**src/rtl/pwm_demodulator.sv**
```systemverilog
// rtl/pwm_demodulator.sv - recovers per-symbol high-step counts from a serial PWM line
module pwm_demodulator #(
    parameter int SYNC_STAGES = 2,
    parameter int WIDTH       = 8
) (
    input  logic             clk,
    input  logic             rst,
    input  logic             enable,
    input  logic [WIDTH-1:0] clks_per_pwm_step,
    input  logic [WIDTH-1:0] steps_per_symbol,
    input  logic             pwm_in,
    output logic [WIDTH-1:0] sample_out,
    output logic             sample_valid,
    output logic             locked
);

    localparam logic [0:0]       HUNT    = 1'b0;
    localparam logic [0:0]       MEASURE = 1'b1;
    localparam logic [WIDTH-1:0] ONE     = 1;

    logic [SYNC_STAGES-1:0] sync_ff;
    logic                   pwm_s;
    logic                   pwm_d;
    logic                   rise;

    logic [0:0]       state;
    logic [WIDTH-1:0] clk_cnt;
    logic [WIDTH-1:0] step_cnt;
    logic [WIDTH-1:0] high_cnt;

    logic [WIDTH-1:0] p_eff;
    logic [WIDTH-1:0] s_eff;
    logic [WIDTH-1:0] cur_clk;
    logic [WIDTH-1:0] cur_step;
    logic [WIDTH-1:0] cur_high;
    logic [WIDTH-1:0] high_next;
    logic             active;
    logic             mid;
    logic             step_end;
    logic             sym_end;

    assign pwm_s  = sync_ff[SYNC_STAGES-1];
    assign rise   = pwm_s & ~pwm_d;
    assign locked = (state == MEASURE);

    always_ff @(posedge clk) begin
        if (rst) begin
            sync_ff <= '0;
            pwm_d   <= 1'b0;
        end else begin
            sync_ff <= {sync_ff[SYNC_STAGES-2:0], pwm_in};
            pwm_d   <= pwm_s;
        end
    end

    // The rise cycle is processed as clock 0 of step 0, so it sees zeroed counters.
    always_comb begin
        p_eff     = (clks_per_pwm_step == '0) ? ONE : clks_per_pwm_step;
        s_eff     = (steps_per_symbol == '0) ? ONE : steps_per_symbol;
        active    = enable && ((state == MEASURE) || rise);
        cur_clk   = (state == MEASURE) ? clk_cnt  : '0;
        cur_step  = (state == MEASURE) ? step_cnt : '0;
        cur_high  = (state == MEASURE) ? high_cnt : '0;
        mid       = (cur_clk == (p_eff >> 1));
        // >= rather than == keeps the counters bounded if config shrinks mid-symbol
        step_end  = (cur_clk >= (p_eff - ONE));
        sym_end   = step_end && (cur_step >= (s_eff - ONE));
        high_next = cur_high;
        if (mid && pwm_s && (cur_high != '1)) begin
            high_next = cur_high + ONE;
        end
    end

    always_ff @(posedge clk) begin
        if (rst) begin
            state        <= HUNT;
            clk_cnt      <= '0;
            step_cnt     <= '0;
            high_cnt     <= '0;
            sample_out   <= '0;
            sample_valid <= 1'b0;
        end else begin
            sample_valid <= 1'b0;
            if (!active) begin
                state    <= HUNT;
                clk_cnt  <= '0;
                step_cnt <= '0;
                high_cnt <= '0;
            end else if (sym_end) begin
                sample_out   <= high_next;
                sample_valid <= 1'b1;
                clk_cnt      <= '0;
                step_cnt     <= '0;
                high_cnt     <= '0;
                // A high line at symbol end means the next symbol has no rising edge.
                state        <= pwm_s ? MEASURE : HUNT;
            end else begin
                state    <= MEASURE;
                high_cnt <= high_next;
                if (step_end) begin
                    clk_cnt  <= '0;
                    step_cnt <= cur_step + ONE;
                end else begin
                    clk_cnt  <= cur_clk + ONE;
                end
            end
        end
    end

endmodule

```
**config.mk**
```make
export PLATFORM = sky130hd
export DESIGN_NAME = pwm_demodulator
export DESIGN_NICKNAME = d
export VERILOG_FILES = /design/src/rtl/pwm_demodulator.sv
export SDC_FILE = /design/constraint.sdc
export NUM_CORES = 1
export LEC_CHECK = 0
export ABC_AREA = 1
export CAP_MARGIN = 20
export CORE_MARGIN = 3
export CORE_UTILIZATION = 46
export DETAILED_ROUTE_END_ITERATION = 6
export PLACE_DENSITY = 0.64
export SLEW_MARGIN = 20
export SYNTH_ARGS = -nofsm -noshare
export SYNTH_HDL_FRONTEND = slang
export SYNTH_SLANG_ARGS = --single-unit
```
**constraint.sdc**
```tcl
create_clock -name clk -period 3.6 [get_ports clk]
set_input_delay 0.72 -clock clk [delete_from_list [all_inputs] [get_ports clk]]
set_output_delay 0.72 -clock clk [all_outputs]
set_load 0.03 [all_outputs]
```
## Word level (Yosys, flattened, before mapping)

Cells that the tools add are included.

| word-level totals | value |
|---|---|
| output and inout bits | 10 |
| input bits | 20 |
| flip-flop bits (word level) | 37 |
| logic and storage cells | 40 |

| operators by class | value |
|---|---|
| equality and inequality tests | 2 |
| reductions and logical operators | 11 |
| magnitude comparators | 2 |
| multiplexer cells | 9 |
| bitwise gates (word level) | 3 |
| $add $sub $neg | 5 |

Operators with widths:

| cell | count |
|---|---|
| 2-to-1 mux 8 bit | 6 |
| adder 8 x 1 -> 8 bit (second input constant) | 3 |
| greater-or-equal comparator 8 bit | 2 |
| logical NOT 8 bit | 2 |
| subtractor 8 x 1 -> 8 bit (second input constant) | 2 |
| == test 8 x 7 -> 1 bit | 1 |
| inequality test 8 bit (second input constant) | 1 |
| logical AND 1 bit | 4 |
| OR reduction 4 bit | 1 |
| 2-to-1 mux 1 bit | 3 |
| OR reduction 3 bit | 1 |
| NOT 1 bit | 2 |
| AND reduction 2 bit | 1 |
| OR reduction 2 bit | 1 |
| bitwise AND 1 bit | 1 |
| logical OR 1 bit | 1 |

## Depth between registers and ports, before layout

| depth | value |
|---|---|
| depth in word-level cells | 6 |
| gate-level depth with buffers | 18 |
| mapped depth without buffers | 17 |

## Least setup slack after synthesis

Ideal clock, no wire load.

| timing | value |
|---|---|
| kind | input port to flip-flop |
| start | input port clks_per_pwm_step[5] |
| end | register sample_out[0] |
| library setup time | 0.113 ns |
| arrival | 2.889 ns |
| stages | 18 |
| required time | 3.487 ns |
| setup slack | 0.598 ns |
| path buffers | 1 |
| path through | inv_1 > nand2_1 > nor3_1 > a21oi_1 > ha_1 > nand2_1 > xor2_1 > inv_1 > ha_1 > nand2_1 > nor2_1 > nor2_1 > nand3_1 > nand3_1 > clkbuf_1 > nand2_1 > nand2_1 > nor2_1 |

| between the ends | value |
|---|---|
| cells in the longest elaborated chain, start to end | 6 |
| elaborated cells between the ends (all ways) | 10 |
| those cells by class | 1 x add/sub; 1 x order compare; 1 x eq/ne; 2 x mux; 5 x reduce/logical |

Ends and longest elaborated chain:

| element | RTL line | RTL |
|---|---|---|
| from (decl) | 9 | `input logic [WIDTH-1:0] clks_per_pwm_step,` |
| logical NOT 8 bit | 58 | `p_eff = (clks_per_pwm_step == '0) ? ONE : clks_per_pwm_step;` |
| 2-to-1 mux 8 bit (*) | 58 |  |
| subtractor 8 x 1 -> 8 bit or == test 8 x 7 -> 1 bit (tied branches) | 66, 64 |  |
| greater-or-equal comparator 8 bit or logical AND 1 bit (tied branches) | 66, 69 |  |
| logical AND 1 bit, on equally long branches | 67, 69 |  |
| AND reduction 2 bit (no line) or 2-to-1 mux 8 bit (tied branches) | n/a |  |
| to (signal assigned) | 90 | `sample_out <= high_next;` |
| to (decl) | 12 | `output logic [WIDTH-1:0] sample_out,` |

Mark *: on every way between the ends. The rest lies on a longest branch, timed or not.
A chain may end at the register's enable or synchronous reset.

## Worst setup path after layout

| timing | value |
|---|---|
| start | input port clks_per_pwm_step[5] |
| end | register clk_cnt[4] |

| between the ends | value |
|---|---|
| cells in the longest elaborated chain, start to end | 6 |

Ends and longest elaborated chain:

| element | RTL line | RTL |
|---|---|---|
| logical NOT 8 bit | 58 |  |
| 2-to-1 mux 8 bit (*) | 58 |  |
| subtractor 8 x 1 -> 8 bit (*) | 66 | `step_end = (cur_clk >= (p_eff - ONE));` |
| greater-or-equal comparator 8 bit (*) | 66 |  |
| logical AND 1 bit | 67 | `sym_end = step_end && (cur_step >= (s_eff - ONE));` |
| OR reduction 4 bit (no line) (*) | n/a |  |
| to (signal assigned) | 104 | `clk_cnt <= cur_clk + ONE;` |
| to (decl) | 27 | `logic [WIDTH-1:0] clk_cnt;` |

Marks and branches as above.

==> out/results.ini <==
[global_route]
grt_pass1_vias = 2535
antenna_found_initial = 0
grt_max_degree = 18
grt_use_total = 0.1909
grt_overflow = 0
grt_pass1_wl_um = 11160

[setup_path]
start_kind = input port
cp_slowest_cell = clkdlybuf4s50_1
critical_path_peak_fanout = 8
path_cells = clkdlybuf4s50_1 -> inv_1 -> nand2_1 -> nor3_1 -> a21oi_1 -> ha_1 -> nand2_1 -> xor2_1 -> inv_1 -> ha_1 -> nand2_1 -> nor2_1 -> nor2_1 -> nand3_2 -> inv_1 -> nand2_4 -> a211oi_1
cp_num_buf_inv = 4
path_class = in2reg
r2r-start = locked$_SDFF_PP0_
rr_endpoint = clk_cnt[4]$_SDFF_PP0_
cp_slowest_stage_delay_ns = 0.42
worst_r2r_path_depth = 10
r2r_slack_ns = 1.05
critPathRequiredTime_ns = 3.81
crit_path_end_kind = flop
worstPathArrival_ns = 3.49
path_delay_family = simple AND/OR/NAND/NOR gates

[yosys]
async_reset_ff_frac = 0
ys_types = 36
dominantRegCellSynth = dfxtp_1
yosys_warnings = 0
yosys-top-cells-area = dfxtp_1 27%, nand2_1 18%, ha_1 9.5%
syn_avg_cell_area_um2 = 6.270
syn_area_um2 = 2765
synth_fp_nets = 482
synth-edff-count = 0
synthTopCellsByCount = 136 x nand2_1, 65 x inv_1, 58 x nor2_1, 37 x dfxtp_1, 31 x nand3_1
synth.top_cell.area_share = 0.2679
seq_area_frac_synth = 0.2679
synth_top_area_cell = dfxtp_1
synthCells = 441
synth.most_common_cell = nand2_1
ys_seq_elements = 37

[place]
hpwlAfterDp_um = 5081
portBuffers = 29
dp_worst_setup_slack_ns = -0.1595
globalplace.congestion = 0.8914

[detailed_routing]
wl_um = 6335
wl_per_cell_um = 11.35
dr.pass1.iters = 4
vias = 2694
route.detailed.drc = 0
met3_length_um = 158
wl_met1_um = 3108
ant_nets = 0
via_per_inst = 4.828
drt_iter0_drc = 105
highest_layer = met4
wl_met2_um = 3011

[floorplanning]
initial_utilization = 0.4872
die_area_um2 = 6977
num_rows = 27
die_w_um = 83.53
coreArea_um2 = 5675
die_h_um = 83.53
io_pins = 30

[power_and_ir_drop]
finalPower_mw = 0.8269
p_leak_nw = 1.735
powerDensity_nw_per_um2 = 248.8
peakVddDrop_v = 0.0002546

[timing]
maxSlewHeadroom = 0.6131
drv_slew = 0
setup_viol = 0
rsz0062_at_grt = false
fin_hold_ws_ns = 0.4053
fmax_mhz = 305.1
tns_ns = 0
period_share = 0.9104
worst_pin_slew_ns = 0.5796
finClkSkew_ns = 0.007725
hold_viol = 0
finalWorstSetupSlack_ns = 0.3226
finalCriticalPeriod_ns = 3.277

[clock_network]
cts_root_buffer = clkbuf_8
cts_buffers = 5
cts_buffer_depth = 2
cts.clk_slew.worst_paths_ns = 0.08
hold_buffers = 0
cts_num_sinks = 37
cts_tree = yes
post_cts_buffers = 0
htreeDepth = 2
insertion_delay_ns = 0.29

[final_layout]
final_core_util = 0.5855
drive_above_1_share = 0.07407
area_delta_synth_final_pct = 20.18
nets = 527
antenna_cells = 0

[hold_path]
min_to = sync_ff[1]$_SDFF_PP0_
hp-start = sync_ff[0]$_SDFF_PP0_
hold_depth = 2
hold_path.class = reg2reg

[flow_run]
drv_cap = 0

[run_status]
status = finished clean

[routing by layer]
layer / vias to the layer above / track usage
met1: 1177 / 0.2446
met4: 0 / 0.04386
met5: - / 0
li1: 1484 / -
met2: 28 / 0.3360
met3: 5 / 0.03060
[placed cells by master, fill, tap and decap left out, types with 2 or more instances in the layout]
master,instances
nand4_1,14
o21ai_0,5
o31ai_1,2
dfxtp_1,37
a21oi_1,21
nand2_2,3
nand3_1,30
nand2_4,2
nor2_4,3
nor3_1,5
buf_4,14
nor2_1,58
xor2_1,11
clkbuf_8,6
nand2_1,135
clkinv_1,2
nand3_2,2
clkdlybuf4s50_1,29
a31oi_1,2
inv_1,65
nor2_2,2
a21o_1,2
ha_1,21
xnor2_1,3
[logic make-up (layout without fill, tap and decap cells)]
family	count (synthesis)	in the layout	share of synthesized area
compound gates	36	36	0.07647
buf+inv	74	119	0.1090
flops	37	37	0.2679
xor+xnor	14	14	0.04434
simple gates	259	259	0.4072
fa+ha+maj	21	21	0.09502
[stage by stage]
step	std cells	instance area, um^2
4_1_cts	558	3311
3_3_place_gp	551	3224
5_1_grt	558	3323
6_report	558	3323
3_5_place_dp	551	3224
2_1_floorplan	441	2765
[power by group]
group	switching [mW]	internal (mW)	leakage [nW]	total [mW]
clock network	0.149	0.152	0.0443	0.301
registers	0.00255	0.411	0.298	0.413
logic	0.0600	0.0520	1.39	0.112
total	0.212	0.615	1.74	0.827
[worst max path at each step]
| stage | startpoint | to | slack [ns] | cells after the start |
|---|---|---|---|---|
| 6_report | clks_per_pwm_step[5] | clk_cnt[4]$_SDFF_PP0_ | 0.32 | 17 |
| 5_1_grt | clks_per_pwm_step[5] | sample_out[5]$_SDFFE_PP0P_ | 0.02 | 19 |
| 4_1_cts | clks_per_pwm_step[5] | clk_cnt[4]$_SDFF_PP0_ | 0.12 | 17 |
| 3_5_place_dp | clks_per_pwm_step[5] | clk_cnt[4]$_SDFF_PP0_ | -0.16 | 17 |
| 3_3_place_gp | clks_per_pwm_step[1] | clk_cnt[4]$_SDFF_PP0_ | -0.15 | 15 |
| 2_1_floorplan | clks_per_pwm_step[5] | sample_out[0]$_SDFFE_PP0P_ | 0.60 | 18 |
[sequential cells by signal (all words and copies together), names as in the netlist]
| register | count |
|---|---|
| clk_cnt | 8 |
| high_cnt | 8 |
| sample_out | 8 |
| step_cnt | 8 |
| sync_ff | 2 |
| locked | 1 |
| pwm_d | 1 |
| sample_valid | 1 |
[worst min-delay path: cells and delay by family (launching register included)]
kind	cells	cell delay [ns]
flops	1	0.30
buf+inv	1	0.04
simple gates	1	0.03
[area by class of cell]
cell class,count,area (um^2)
clock buffer,7,86.33
sequential,37,740.7
tap,72,90.09
fill,576,2352
timing repair buffer,44,415.4
inverter,68,255.2
multi-input combinational,330,1735
[timing repair]
item,in CTS,in global routing
endpoints found under the setup margin,0,16
hold endpoints to repair,0,0
gates resized for setup,0,3
(Power assumes the default switching activity.)
